[config.mk]
export PLATFORM = sky130hd
export DESIGN_NAME = imm_gen_stage_flat
export DESIGN_NICKNAME = d
export VERILOG_FILES = /design/src/rtl/imm_gen_stage_pkg.sv /design/src/rtl/imm_gen_stage_if.sv /design/src/rtl/imm_decode.sv /design/src/rtl/imm_gen_stage.sv /design/src/flat_wrapper.sv
export SDC_FILE = /design/constraint.sdc
export NUM_CORES = 1
export LEC_CHECK = 0
export ABC_AREA = 0
export CORE_UTILIZATION = 48
export DETAILED_ROUTE_END_ITERATION = 7
export GPL_TIMING_DRIVEN = 0
export PLACE_DENSITY = 0.77
export SYNTH_ARGS = -nofsm -noshare
export SYNTH_HDL_FRONTEND = slang
export SYNTH_HIERARCHICAL = 1
export SYNTH_SLANG_ARGS = --single-unit
export TNS_END_PERCENT = 50
[constraint.sdc]
create_clock -name clk -period 2 [get_ports clk]
set_clock_uncertainty 0.15 [all_clocks]
set_input_delay 0.4 -clock clk [delete_from_list [all_inputs] [get_ports clk]]
set_output_delay 0.4 -clock clk [all_outputs]
set_load 0.05 [all_outputs]
[src/rtl/imm_gen_stage_pkg.sv]
// Shared opcode constants and immediate format codes for the decode-stage immediate generator.
package imm_pkg;

   localparam logic [6:0] OP_IMM    = 7'b0010011;
   localparam logic [6:0] OP_LOAD   = 7'b0000011;
   localparam logic [6:0] OP_JALR   = 7'b1100111;
   localparam logic [6:0] OP_STORE  = 7'b0100011;
   localparam logic [6:0] OP_BRANCH = 7'b1100011;
   localparam logic [6:0] OP_JAL    = 7'b1101111;
   localparam logic [6:0] OP_LUI    = 7'b0110111;
   localparam logic [6:0] OP_AUIPC  = 7'b0010111;
   localparam logic [6:0] OP_REG    = 7'b0110011;

   typedef enum logic [2:0] {
      FMT_R   = 3'd0,
      FMT_I   = 3'd1,
      FMT_S   = 3'd2,
      FMT_B   = 3'd3,
      FMT_U   = 3'd4,
      FMT_J   = 3'd5,
      FMT_SH  = 3'd6,
      FMT_ILL = 3'd7
   } fmt_e;

   // funct3 values of OP_IMM that carry a shift amount rather than a 12-bit immediate
   function automatic logic is_shift(input logic [2:0] funct3);
      return (funct3 == 3'b001) || (funct3 == 3'b101);
   endfunction

endpackage

[src/rtl/imm_gen_stage_if.sv]
// Fetch-side and operand-mux-side handshake bundle of the immediate generator stage.
interface imm_gen_stage_if
   import imm_pkg::*;
#(
   parameter int unsigned XLEN = 32
);

   logic            in_valid;
   logic            in_ready;
   logic [31:0]     in_inst;
   logic            out_valid;
   logic            out_ready;
   logic [XLEN-1:0] out_imm;
   fmt_e            out_fmt;
   logic [31:0]     out_inst;

   modport master (
      output in_valid, in_inst, out_ready,
      input  in_ready, out_valid, out_imm, out_fmt, out_inst
   );

   modport slave (
      input  in_valid, in_inst, out_ready,
      output in_ready, out_valid, out_imm, out_fmt, out_inst
   );

endinterface

[src/rtl/imm_decode.sv]
// Combinational RV32I/RV64I immediate decoder: classifies the instruction format and extends
// its immediate to XLEN bits.
module imm_decode
   import imm_pkg::*;
#(
   parameter int unsigned XLEN = 32
) (
   input  logic [31:0]     i_inst,
   output logic [XLEN-1:0] o_imm,
   output fmt_e            o_fmt
);

   logic [31:0] w_imm32;
   logic        w_sext;

   // Every format is a 32-bit value sign-extended to XLEN except the shift amount
   always_comb begin
      w_imm32 = '0;
      w_sext  = 1'b1;
      o_fmt   = FMT_ILL;
      case (i_inst[6:0])
         OP_IMM: begin
            if (is_shift(i_inst[14:12])) begin
               o_fmt  = FMT_SH;
               w_sext = 1'b0;
               w_imm32 = (XLEN == 64) ? {26'b0, i_inst[25:20]} : {27'b0, i_inst[24:20]};
            end else begin
               o_fmt   = FMT_I;
               w_imm32 = {{20{i_inst[31]}}, i_inst[31:20]};
            end
         end
         OP_LOAD, OP_JALR: begin
            o_fmt   = FMT_I;
            w_imm32 = {{20{i_inst[31]}}, i_inst[31:20]};
         end
         OP_STORE: begin
            o_fmt   = FMT_S;
            w_imm32 = {{20{i_inst[31]}}, i_inst[31:25], i_inst[11:7]};
         end
         OP_BRANCH: begin
            o_fmt   = FMT_B;
            w_imm32 = {{19{i_inst[31]}}, i_inst[31], i_inst[7], i_inst[30:25], i_inst[11:8], 1'b0};
         end
         OP_JAL: begin
            o_fmt   = FMT_J;
            w_imm32 = {{11{i_inst[31]}}, i_inst[31], i_inst[19:12], i_inst[20], i_inst[30:21],
                       1'b0};
         end
         OP_LUI, OP_AUIPC: begin
            o_fmt   = FMT_U;
            w_imm32 = {i_inst[31:12], 12'b0};
         end
         OP_REG: begin
            o_fmt = FMT_R;
         end
         default: begin
            o_fmt = FMT_ILL;
         end
      endcase
      o_imm = w_sext ? XLEN'($signed(w_imm32)) : XLEN'(w_imm32);
   end

endmodule

[src/rtl/imm_gen_stage.sv]
// Registered immediate generator stage: decodes at the input, then holds results in a main output
// register backed by a one-entry skid register so fetch never sees a combinational ready path.
module imm_gen_stage
   import imm_pkg::*;
#(
   parameter int unsigned XLEN = 32
) (
   input logic            clk,
   input logic            rst_n,
   input logic            flush,
   imm_gen_stage_if.slave bus
);

   logic [XLEN-1:0] w_dec_imm;
   fmt_e            w_dec_fmt;
   logic            w_push;
   logic            w_pop;

   logic            r_main_valid;
   logic [XLEN-1:0] r_main_imm;
   fmt_e            r_main_fmt;
   logic [31:0]     r_main_inst;
   logic            r_skid_valid;
   logic [XLEN-1:0] r_skid_imm;
   fmt_e            r_skid_fmt;
   logic [31:0]     r_skid_inst;

   imm_decode #(
      .XLEN (XLEN)
   ) u_decode (
      .i_inst (bus.in_inst),
      .o_imm  (w_dec_imm),
      .o_fmt  (w_dec_fmt)
   );

   assign w_push = bus.in_valid & ~r_skid_valid;
   assign w_pop  = r_main_valid & bus.out_ready;

   always_ff @(posedge clk or negedge rst_n) begin
      if (!rst_n) begin
         r_main_valid <= 1'b0;
         r_main_imm   <= '0;
         r_main_fmt   <= FMT_R;
         r_main_inst  <= '0;
         r_skid_valid <= 1'b0;
         r_skid_imm   <= '0;
         r_skid_fmt   <= FMT_R;
         r_skid_inst  <= '0;
      end else if (flush) begin
         r_main_valid <= 1'b0;
         r_skid_valid <= 1'b0;
      end else if (r_skid_valid) begin
         // in_ready is low here, so only a pop can move state
         if (w_pop) begin
            r_main_imm   <= r_skid_imm;
            r_main_fmt   <= r_skid_fmt;
            r_main_inst  <= r_skid_inst;
            r_skid_valid <= 1'b0;
         end
      end else if (w_push) begin
         if (!r_main_valid || w_pop) begin
            r_main_valid <= 1'b1;
            r_main_imm   <= w_dec_imm;
            r_main_fmt   <= w_dec_fmt;
            r_main_inst  <= bus.in_inst;
         end else begin
            r_skid_valid <= 1'b1;
            r_skid_imm   <= w_dec_imm;
            r_skid_fmt   <= w_dec_fmt;
            r_skid_inst  <= bus.in_inst;
         end
      end else if (w_pop) begin
         r_main_valid <= 1'b0;
      end
   end

   assign bus.in_ready  = ~r_skid_valid;
   assign bus.out_valid = r_main_valid;
   assign bus.out_imm   = r_main_imm;
   assign bus.out_fmt   = r_main_fmt;
   assign bus.out_inst  = r_main_inst;

endmodule

[src/flat_wrapper.sv]
// flat-port wrapper written by rule: the top's interface ports become plain ports
module imm_gen_stage_flat import imm_pkg::*;
#(
   parameter int unsigned XLEN = 32
)
  (clk, rst_n, flush, bus_in_valid, bus_in_inst, bus_out_ready, bus_in_ready, bus_out_valid, bus_out_imm, bus_out_fmt, bus_out_inst);
  imm_gen_stage_if #(.XLEN(XLEN)) bus_i ();
  input logic clk;
  input logic rst_n;
  input logic flush;
  input wire logic [$bits(bus_i.in_valid)-1:0] bus_in_valid;
  input wire logic [$bits(bus_i.in_inst)-1:0] bus_in_inst;
  input wire logic [$bits(bus_i.out_ready)-1:0] bus_out_ready;
  output wire logic [$bits(bus_i.in_ready)-1:0] bus_in_ready;
  output wire logic [$bits(bus_i.out_valid)-1:0] bus_out_valid;
  output wire logic [$bits(bus_i.out_imm)-1:0] bus_out_imm;
  output wire logic [$bits(bus_i.out_fmt)-1:0] bus_out_fmt;
  output wire logic [$bits(bus_i.out_inst)-1:0] bus_out_inst;
  assign bus_i.in_valid = bus_in_valid;
  assign bus_i.in_inst = bus_in_inst;
  assign bus_i.out_ready = bus_out_ready;
  assign bus_in_ready = bus_i.in_ready;
  assign bus_out_valid = bus_i.out_valid;
  assign bus_out_imm = bus_i.out_imm;
  assign bus_out_fmt = bus_i.out_fmt;
  assign bus_out_inst = bus_i.out_inst;
  imm_gen_stage #(.XLEN(XLEN)) u_core (.clk(clk), .rst_n(rst_n), .flush(flush), .bus(bus_i));
endmodule
# After elaboration in Yosys (flattened, before gate mapping)

Index checks and enable logic that the tools add are counted.

Register bits: 136
Output and inout port bits: 69
Logic and storage cells: 64

Equality and inequality tests: 14
Multiplexer cells: 26
Bitwise operators: 5
Reductions and logical operators: 11

Operators by type and width:

| operator           | number |
|---|---|
| $mux 32            | 9 |
| $pmux 32 s6        | 1 |
| $eq 7x6->1 const B | 3 |
| $eq 7x7->1 const B | 3 |
| $pmux 3 s7         | 1 |
| $mux 3             | 5 |
| $eq 7x5->1 const B | 2 |
| $mux 1             | 10 |
| $reduce_and 4->1   | 2 |
| $eq 7x2->1 const B | 1 |
| $reduce_bool 2->1  | 2 |
| $reduce_or 2->1    | 2 |
| $eq 3x1->1 const B | 1 |
| $eq 3x3->1 const B | 1 |
| $ne 3x3->1 const B | 1 |
| $not 1->1          | 3 |
| $reduce_and 3->1   | 1 |
| $reduce_bool 3->1  | 1 |
| $and 1x1->1        | 2 |
| $logic_or 1x1->1   | 2 |
| $ne 2x1->1 const B | 1 |
| $ne 2x2->1 const B | 1 |
| $logic_not 1->1    | 1 |

# Logic depth before layout (Yosys ltp)

Gate-level depths: netlist (run 1).

Word-level depth: 7
Mapped depth: 8
Mapped depth without buffers: 6

# Cells and area by module

The synthesis (run 1) kept the hierarchy.

By module, submodules not included:

| module        | instances | cells each | area an instance (µm²) | sequential area each (µm²) |
|---|---|---|---|---|
| imm_gen_stage | 1         | 369        | 5896.9                 | 3403.3 |
| imm_decode    | 1         | 83         | 604.3                  | 0.0 |

# Worst setup path before layout (run 1)

OpenSTA, ideal clock, no wires.

Path kind: in2reg
From: input bus_in_inst[4]
To: register u_core.r_main_fmt[0], in the netlist u_core/bus.out_fmt[0]
Library setup time: 125 ps
Arrival: 2016 ps
Data required time: 1725 ps
Path slack: -290 ps
Stages on the path: 7
Cells stage by stage: buf_2 -> and3b_1 -> o21ai_0 -> a21o_1 -> or4_1 -> mux2_2 -> mux2_2

Word-level cells in the longest chain between the ends: 6
Elaborated cells between the ends (all ways): 15
Those cells by class: 9 x eq/ne; 4 x mux; 2 x reduce/logical

Ends and longest elaborated chain:

| element                                  | line                | RTL |
|---|---|---|
| from (decl)                              | flat_wrapper.sv:12  | `input wire logic [$bits(bus_i.in_inst)-1:0] bus_in_inst;` |
| $eq 7x6->1, or another cell as far along | imm_decode.sv:21    | `case (i_inst[6:0])` |
| $reduce_or 2->1                          | imm_decode.sv:21    |  |
| $pmux 3 s7 *                             | imm_decode.sv:21    |  |
| via u_core.w_dec_fmt[0]                  | imm_gen_stage.sv:15 | `fmt_e w_dec_fmt;` |
| $mux 3 *                                 | imm_gen_stage.sv:61 | `if (!r_main_valid \|\| w_pop) begin` |
| $mux 3 *                                 | imm_gen_stage.sv:60 | `end else if (w_push) begin` |
| $mux 3 *                                 | imm_gen_stage.sv:52 | `end else if (r_skid_valid) begin` |
| to (signal assigned)                     | imm_gen_stage.sv:56 | `r_main_fmt <= r_skid_fmt;` |
| to (signal assigned)                     | imm_gen_stage.sv:64 | `r_main_fmt <= w_dec_fmt;` |
| to (decl)                                | imm_gen_stage.sv:21 | `fmt_e r_main_fmt;` |

The timed path passes the listed nets; every way through them passes the cells marked *. The select of a mux whose other input is x is not followed.
A chain may end at the register's enable or synchronous reset.

# Worst setup path in the final report (run 1)

From: input bus_in_inst[3]
To: register u_core.r_main_imm[20], in the netlist u_core/bus.out_imm[20]

Word-level cells in the longest chain between the ends: 6
Elaborated cells between the ends (all ways): 14
Those cells by class: 8 x eq/ne; 4 x mux; 2 x reduce/logical

Ends and longest elaborated chain:

| element                                  | line                | RTL |
|---|---|---|
| $eq 7x6->1, or another cell as far along | imm_decode.sv:21    |  |
| $reduce_or 2->1                          | imm_decode.sv:21    |  |
| $pmux 32 s6 *                            | imm_decode.sv:21    |  |
| via u_core.w_dec_imm[20]                 | imm_gen_stage.sv:14 | `logic [XLEN-1:0] w_dec_imm;` |
| $mux 32 *                                | imm_gen_stage.sv:61 |  |
| $mux 32 *                                | imm_gen_stage.sv:60 |  |
| $mux 32 *                                | imm_gen_stage.sv:52 |  |
| to (signal assigned)                     | imm_gen_stage.sv:55 | `r_main_imm <= r_skid_imm;` |
| to (signal assigned)                     | imm_gen_stage.sv:63 | `r_main_imm <= w_dec_imm;` |
| to (decl)                                | imm_gen_stage.sv:20 | `logic [XLEN-1:0] r_main_imm;` |

Marks and branches as above.

==> results.json, run 1 <==
{
  "status": "finished with violations",
  "violations": "negative setup slack",
  "setup_slack_ps": -72.2,
  "drc": 0,
  "diodes": 0,
  "first_pass_iters": 5,
  "synth_top_area_frac": 0.523,
  "syn_area_um2": 6500,
  "cts_tree": "done",
  "worst_pin_slew_ps": 666,
  "grt_max_degree": 91,
  "root_buffer": "clkbuf_16",
  "crit_required_ps": 2210,
  "finalWorstPathRequiredPeriod_ps": 2070,
  "p_per_area_nw_per_um2": 969,
  "layout_common_cells": "mux2_2 (146), dfrtp_1 (134), dlygate4sd2_1 (68)",
  "synth_area_per_cell_um2": 14.4,
  "area_growth_pct": 38.4,
  "pre_cts_slack_ps": -952,
  "p_leak_nw": 4.36,
  "grt_usage": 0.241,
  "seq_area_frac_synth": 0.523,
  "wl_per_cell_um": 20.3,
  "clk_latency_ps": 410,
  "core_area_um2": 13200,
  "drive_above_1_share": 0.502,
  "cap_viol_max_count": 0,
  "startpoint_type": "input pin",
  "synth_area_leaders": "dfrtp_1 (52%), mux2_2 (30%), mux2_1 (5.2%), a21o_2 (1.3%), buf_6 (1.2%)",
  "routed_wl_mm": 16.3,
  "tns_ps": -710,
  "gp_congestion": 0.880,
  "placed_cell_area_um2": 7850,
  "ioPinCount": 106,
  "max_freq_mhz": 483,
  "synth_cell_types": 41,
  "maxSlewHeadroom": 0.554,
  "yosysTopAreaCell": "dfrtp_1",
  "drt_iter0_markers": 250,
  "portBuffers": 105,
  "finalCritPeriodShare": 1.04,
  "ir_drop_v": 0.000545,
  "yosys_register_bits": 136,
  "routed-via-count": 4484,
  "reg2reg_slack_ps": 20,
  "row_count": 42,
  "final_hold_viol_count": 0,
  "cts_max_level": 4,
  "synthArstFlopShare": 1.00,
  "hold_class": "input pin to flip-flop",
  "crit_arrival_ps": 2280,
  "setup_viol": 13,
  "critPathMaxFanout": 7,
  "drtAntennaViolNets": 0,
  "die-area_um2": 14000,
  "grt_pass1_wl_mm": 25.7,
  "start_util": 0.491,
  "ys.flop_type": "dfrtp_1",
  "end_kind": "flip-flop",
  "antenna_found_initial": 0,
  "syn_inst": 452,
  "final_area_um2": 9000,
  "criticalPathCategory": "input pin to flip-flop",
  "syn-num-nets": 489,
  "viasPerCell": 5.61,
  "slew_viol_final": 0,
  "clock_sinks": 136,
  "gr-total-overflow": 0,
  "layout_commonest_cell": "mux2_2",
  "ys.warnings.count": 6,
  "num-nets-final": 648,
  "cts_buffer_depth": 2,
  "die_x_um": 118,
  "rsz0062_at_grt": "yes",
  "synth_edf_count": 0,
  "die_height_um": 118,
  "cts_buffers": 17,
  "first_global_vias": 4856,
  "post-dp-hpwl_mm": 10.2,
  "clk_pin_slew_ps": 60
}
## critical path: stages
cell    delay [ps]
buf_8          100
buf_8          130
or4_4          450
nor3_4         310
o31a_1         330
buf_4          150
a21o_1         100
mux2_4         170
mux2_4         140
## cell type report
type                            count  area (um^2)
Inverter                            4         15.0
Multi-Input combinational cell    284         3150
Fill cell                         924         4240
Clock buffer                       21          480
Timing Repair Buffer              142         1330
Clock inverter                     11          169
Sequential cell                   136         3410
Buffer                             26          231
Tap cell                          176          220
## kinds of logic (layout without fill, tap and decap cells)
family          Yosys count  count (layout)  share of synthesized area
buf+inv                  32             204                     0.0302
compound gates           46              46                     0.0597
flops                   136             136                      0.523
mux                     201             201                      0.348
simple gates             37              37                     0.0385
## registers in the layout (all words and copies together) (netlist names)
| register | cells |
|---|---|
| u_core/bus.out_imm | 32 |
| u_core/r_skid_fmt | 3 |
| u_core/r_skid_valid | 1 |
| u_core/bus.out_valid | 1 |
| u_core/r_skid_inst | 32 |
| u_core/bus.out_inst | 32 |
| u_core/r_skid_imm | 32 |
| u_core/bus.out_fmt | 3 |
## cell usage after synthesis, drive strengths merged (2+ instances only)
cell type	n
mux2	201
a22oi	2
nand2	7
a2111oi	2
o21ai	4
nor3	6
clkbuf	8
dfrtp	136
inv	4
a21o	20
or4	2
a21oi	4
or2	2
a22o	4
nor2	5
nand3	2
nor2b	7
a311o	2
buf	20
## worst paths after layout
check,startpoint,end,cells after the start
max in group asynchronous,rst_n,u_core/r_skid_valid,3
hold / removal,bus_in_inst[4],u_core/r_skid_inst[4],2
min in group asynchronous,rst_n,u_core/bus.out_inst[6],2
setup / recovery,bus_in_inst[3],u_core/bus.out_imm[20],9
setup reg to reg,u_core/r_skid_valid,u_core/bus.out_inst[4],5
hold reg to reg,u_core/r_skid_imm[3],u_core/r_skid_imm[3],1
## report_power, final
part	internal (mW)	total, mW	switching [mW]
Sequential	3.17	3.39	0.221
Combinational	0.785	1.97	1.18
Clock	2.22	3.37	1.16
## what timing repair did
item | in CTS | in global routing
cloned | 2 | 0
resized for setup | 161 | 51
hold buffers | 1 | 0
setup buffers | 26 | 7
hold endpoints to repair | 46 | 0
pin swaps | 7 | 4
endpoints found under the setup margin | 198 | 126
## layer usage
metal  up-vias  track usage  part of all wire
li1       1979            -                 -
met1      2305        0.308              0.42
met2       167        0.400              0.50
met3        33       0.0560             0.051
met4         0       0.0862             0.022
met5         -            0                 0
## through the flow
step           total power [mW]  utilization  hold WS (ps)  instances
4_1_cts                    8.74        0.665          80.4        794
2_1_floorplan              4.68            -         -45.6        452
3_3_place_gp               5.34        0.590           311        733
5_1_grt                    9.06        0.680          73.2        800
3_5_place_dp               5.41        0.592           207        734
6_report                   8.73        0.680          83.0        800
Power figures use the tool's default switching activity.
==> run 2: changes to the inputs <==
--- a/config.mk
+++ b/config.mk
@@ -10,6 +10,7 @@
 export DETAILED_ROUTE_END_ITERATION = 7
 export GPL_TIMING_DRIVEN = 0
 export PLACE_DENSITY = 0.77
+export SLEW_MARGIN = 40
 export SYNTH_ARGS = -nofsm -noshare
 export SYNTH_HDL_FRONTEND = slang
 export SYNTH_HIERARCHICAL = 1
==> run 2 against run 1 <==
Effect of this change: the flow still finishes with violations (negative setup slack); worst setup slack improved by 22 ps; design area up 0.82%; global-route usage down 0.34 points; combinational power barely moved; power barely moved; via count up 0.47%; register-to-register slack lost 30 ps; largest cell class unchanged; largest power group unchanged; highest routed layer unchanged.
==> results.json, run 2 (synthesis results as in run 1) <==
{
  "viasPerCell": 5.62,
  "start_util": 0.491,
  "layout_common_cells": "mux2_2 (151), dfrtp_1 (134), dlygate4sd2_1 (67)",
  "final_hold_viol_count": 0,
  "grt_usage": 0.237,
  "maxSlewHeadroom": 0.582,
  "first_pass_iters": 5,
  "gp_congestion": 0.880,
  "power_switching_mw": 2.52,
  "wl_per_cell_um": 20.8,
  "die_x_um": 118,
  "crit_required_ps": 2150,
  "clk_pin_slew_ps": 60,
  "fillers": 942,
  "hold_class": "input pin to flip-flop",
  "cts_buffer_depth": 2,
  "wl_met3_um": 820,
  "diodes": 0,
  "cts_max_level": 4,
  "fin_cells": 802,
  "p_leak_nw": 4.41,
  "slew_viol_final": 0,
  "seq_area_um2": 3410,
  "ir_drop_v": 0.000620,
  "worst_pin_slew_ps": 627,
  "setup_slack_ps": -50.6,
  "ioPinCount": 106,
  "core_area_um2": 13200,
  "rsz0062_at_grt": "yes",
  "finalWorstPathRequiredPeriod_ps": 2050,
  "criticalPathCategory": "input pin to flip-flop",
  "antenna_found_initial": 0,
  "routed-via-count": 4505,
  "cap_viol_max_count": 0,
  "multi_input_area_um2": 3140,
  "root_buffer": "clkbuf_16",
  "p_sw_frac": 0.290,
  "finalCritPeriodShare": 1.03,
  "p_int_mw": 6.19,
  "max_freq_mhz": 488,
  "grt_max_degree": 48,
  "placed_cell_area_um2": 7880,
  "die-area_um2": 14000,
  "post-dp-hpwl_mm": 10.3,
  "violations": "negative setup slack",
  "maxUsedRoutingLayer": "met4",
  "pre_cts_slack_ps": -952,
  "grt_pass1_wl_mm": 25.2,
  "whs_ps": 89.2,
  "p_per_area_nw_per_um2": 961,
  "power_frac_seq": 0.388,
  "setup_viol": 14,
  "num-nets-final": 650,
  "portBuffers": 105,
  "wl_met2_mm": 8.31,
  "reg2reg_slack_ps": -10,
  "final_area_um2": 9070,
  "cts_tree": "done",
  "first_global_vias": 4747,
  "pwr-share-clk": 0.383,
  "status": "finished with violations",
  "area_growth_pct": 39.6,
  "clock_sinks": 136,
  "drc": 0,
  "routed_wl_mm": 16.7,
  "row_count": 42,
  "critPathMaxFanout": 5,
  "die_height_um": 118,
  "drive_above_1_share": 0.500,
  "placed_cells": 735,
  "end_kind": "flip-flop",
  "pwr-share-comb": 0.229,
  "startpoint_type": "input pin",
  "crit_arrival_ps": 2200,
  "drtAntennaViolNets": 0,
  "gr-total-overflow": 0,
  "layout_commonest_cell": "mux2_2",
  "drt_iter0_markers": 241,
  "clk_latency_ps": 420,
  "cts_buffers": 17,
  "wl_met1_mm": 7.09
}
-- run 2: per-layer routing --
metal / vias up / GRT usage
li1: 1987 / -
met3: 39 / 0.0555
met5: - / 0
met4: 0 / 0.110
met2: 174 / 0.383
met1: 2305 / 0.303
-- run 2: metrics by stage --
stage	utilization	TNS, ps	total power [mW]
final	0.685	-234	8.72
after global routing	0.685	-563	9.03
after CTS	0.662	-1130	8.68
after detailed placement	0.595	-77910	5.42
after global placement	0.590	-738350	5.34
after floorplan	-	-2140	4.68
-- run 2: critical path: stages --
cell     delay [ps]
buf_8           100
buf_6           120
buf_4           140
inv_4            80
nor2_2           60
o211a_1         260
or4_4           500
mux2_4          280
mux2_4          250
-- run 2: timing repair --
action,4_1_cts,5_1_grt
hold buffers,1,0
resized for setup,158,61
gates cloned,4,4
buffers inserted,18,11
pin swaps,9,8
endpoints found under the setup margin,197,122
hold endpoints to repair,43,0
-- run 2: area by class of cell --
type                    instances  area share
plain buffers                  25      0.0270
clock buffers                  26      0.0594
clock inverters                 6      0.0119
inverters                       4     0.00193
multi-input cells             285       0.346
flip-flops and latches        136       0.375
well taps                     176      0.0243
repair buffers                144       0.154
-- run 2: final timing paths --
check	start	to	cells after the start
worst min-delay path	bus_in_inst[6]	u_core/r_skid_inst[6]	2
min in group asynchronous	rst_n	u_core/bus.out_inst[9]	2
max in group asynchronous	rst_n	u_core/r_skid_valid	3
worst max register to register	u_core/r_skid_valid	u_core/bus.out_inst[24]	7
worst max-delay path	bus_in_inst[2]	u_core/bus.out_fmt[0]	9
worst min register to register	u_core/r_skid_imm[15]	u_core/r_skid_imm[15]	1
-- run 2: power groups by stage --
stage	registers [mW]	clock network, mW	logic [mW]
3_3_place_gp	3.40	0	1.94
3_5_place_dp	3.42	0	1.99
5_1_grt	3.43	3.52	2.09
6_report	3.38	3.34	2.00
4_1_cts	3.37	3.38	1.92
2_1_floorplan	4.04	0	0.634
==> run 3: changes to the inputs <==
--- a/config.mk
+++ b/config.mk
@@ -6,10 +6,12 @@
 export NUM_CORES = 1
 export LEC_CHECK = 0
 export ABC_AREA = 0
-export CORE_UTILIZATION = 48
+export CORE_MARGIN = 3
+export CORE_UTILIZATION = 58
 export DETAILED_ROUTE_END_ITERATION = 7
 export GPL_TIMING_DRIVEN = 0
-export PLACE_DENSITY = 0.77
+export HOLD_SLACK_MARGIN = 0.05
+export PLACE_DENSITY = 0.87
 export SLEW_MARGIN = 40
 export SYNTH_ARGS = -nofsm -noshare
 export SYNTH_HDL_FRONTEND = slang
==> constraint.sdc (replaced) <==
create_clock -name clk -period 2.57 [get_ports clk]
set_clock_uncertainty 0.15 [all_clocks]
set_input_delay 0.514 -clock clk [delete_from_list [all_inputs] [get_ports clk]]
set_output_delay 0.514 -clock clk [all_outputs]
set_load 0.05 [all_outputs]
==> run 3 against run 2 <==
Effect of this change: the run now ends clean; routed wire length shrank 9.5%; design area shrank 7.0%; via count shrank 5.1%; critical path type unchanged; critical path depth shrank 1; non-clock buffer count shrank 32; first-iteration DRC count shrank 19%; clock power shrank 26%; die area shrank 11%; cell count shrank 8.7%; combinational power shrank 22%.
==> results.json, run 3 (synthesis results as in run 1) <==
{
  "status": "finished, final reports clean",
  "first_pass_iters": 5,
  "end_kind": "flip-flop",
  "finalCritPeriodShare": 0.981,
  "first_global_vias": 4517,
  "cts_buffer_depth": 2,
  "core_area_um2": 10900,
  "diodes": 0,
  "start_util": 0.597,
  "drtAntennaViolNets": 0,
  "slew_viol_final": 0,
  "cts_tree": "done",
  "maxSlewHeadroom": 0.522,
  "cts_max_level": 4,
  "wl_per_cell_um": 20.6,
  "pre_cts_slack_ps": -659,
  "cpMostUsedCell": "mux2_2",
  "cap_viol_max_count": 0,
  "setup_slack_ps": 48.1,
  "routed-via-count": 4273,
  "crit_chain": "clkdlybuf4s50_1 -> buf_6 -> and3b_1 -> o21ai_0 -> a21o_1 -> or4_4 -> mux2_2 -> mux2_2",
  "hold_class": "input pin to flip-flop",
  "p_leak_nw": 3.90,
  "cts_buffers": 17,
  "grt_max_degree": 51,
  "multi_input_area_um2": 2920,
  "crit_arrival_ps": 2780,
  "grt_usage": 0.248,
  "final_core_util": 0.775,
  "clock_sinks": 136,
  "drc": 0,
  "r2r_cells": 6,
  "area_growth_pct": 29.8,
  "clk_pin_slew_ps": 60,
  "setup_viol": 0,
  "gr-total-overflow": 0,
  "antenna_found_initial": 0,
  "max_freq_mhz": 397,
  "fillers": 658,
  "die_x_um": 112,
  "p_per_area_nw_per_um2": 790,
  "row_count": 38,
  "portBuffers": 105,
  "post-dp-hpwl_mm": 10.5,
  "whs_ps": 210,
  "drive_above_1_share": 0.426,
  "root_buffer": "clkbuf_8",
  "final_hold_viol_count": 0,
  "cpMaxStageDelayCell": "or4_4",
  "ioPinCount": 106,
  "critPathMaxFanout": 10,
  "die-area_um2": 12500,
  "crit_required_ps": 2830,
  "finalWorstPathRequiredPeriod_ps": 2520,
  "gp_congestion": 0.896,
  "clk_latency_ps": 520,
  "layout_commonest_cell": "mux2_2",
  "criticalPathCategory": "input pin to flip-flop",
  "worst_pin_slew_ps": 713,
  "grt_pass1_wl_mm": 24.1,
  "die_height_um": 112,
  "num-nets-final": 617,
  "viasPerCell": 5.84,
  "critical-path-max-stage-delay_ps": 500,
  "drt_iter0_markers": 196,
  "seq_area_um2": 3400,
  "ir_drop_v": 0.000486,
  "layout_common_cells": "mux2_2 (171), dfrtp_1 (136), clkdlybuf4s50_1 (100)",
  "hold_path_depth": 2,
  "routed_wl_mm": 15.1,
  "startpoint_type": "input pin"
}
-- run 3: routing by layer --
metal  up-vias  global-route usage  wire length [um]
met4         0              0.0762               293
met3        29              0.0538               699
met1      2196               0.325              6460
met2       125               0.416              7660
met5         -                   0                 0
li1       1923                   -                 -
-- run 3: cell type report --
cell class	count	share of cell area
Tap cell	140	0.0207
Sequential cell	136	0.403
Clock inverter	10	0.0178
Buffer	27	0.0230
Clock buffer	21	0.0532
Timing Repair Buffer	110	0.135
Inverter	4	0.00178
Multi-Input combinational cell	284	0.346
-- run 3: worst max-delay path: cells and delay by family --
kind / cells / cell delay [ps]
AND/OR/NAND/NOR: 2 / 770
buffers and inverters: 2 / 640
multiplexers: 2 / 540
AO/OA/AOI/OAI: 2 / 300
-- run 3: power by group --
part           total, mW  switching (mW)  internal [mW]
Sequential          2.64           0.175           2.46
Clock               2.48           0.865           1.61
Combinational       1.56           0.896          0.659
Total               6.67            1.94           4.73
-- run 3: timing repair --
action	CTS	global route
pin swaps	0	3
endpoints found under the setup margin	8	12
buffers inserted	0	1
resized for setup	4	14
cloned	0	1
hold buffers	1	0
hold endpoints to repair	43	0
-- run 3: per-stage QoR --
step	std cells	instance area [um^2]	power (mW)	TNS [ps]
global placement	697	7730	4.15	-608570
floorplan	452	6500	3.63	0
finish	732	8440	6.67	0
detailed placement	699	7790	4.21	-25170
global route	732	8440	6.91	-6.97
CTS	730	8400	6.70	0
-- run 3: path summary, 6_finish.rpt --
| check | startpoint | endpoint | slack [ps] |
|---|---|---|---|
| worst max-delay path | bus_in_inst[4] | u_core/bus.out_fmt[0] | 50 |
| worst min-delay path | bus_in_inst[2] | u_core/r_skid_inst[2] | 210 |
| worst max register to register | u_core/r_skid_valid | u_core/bus.out_inst[10] | 210 |
| worst min register to register | u_core/r_skid_imm[21] | u_core/r_skid_imm[21] | 330 |
| max in group asynchronous | rst_n | u_core/r_skid_imm[6] | 1400 |
| min in group asynchronous | rst_n | u_core/bus.out_inst[11] | 310 |
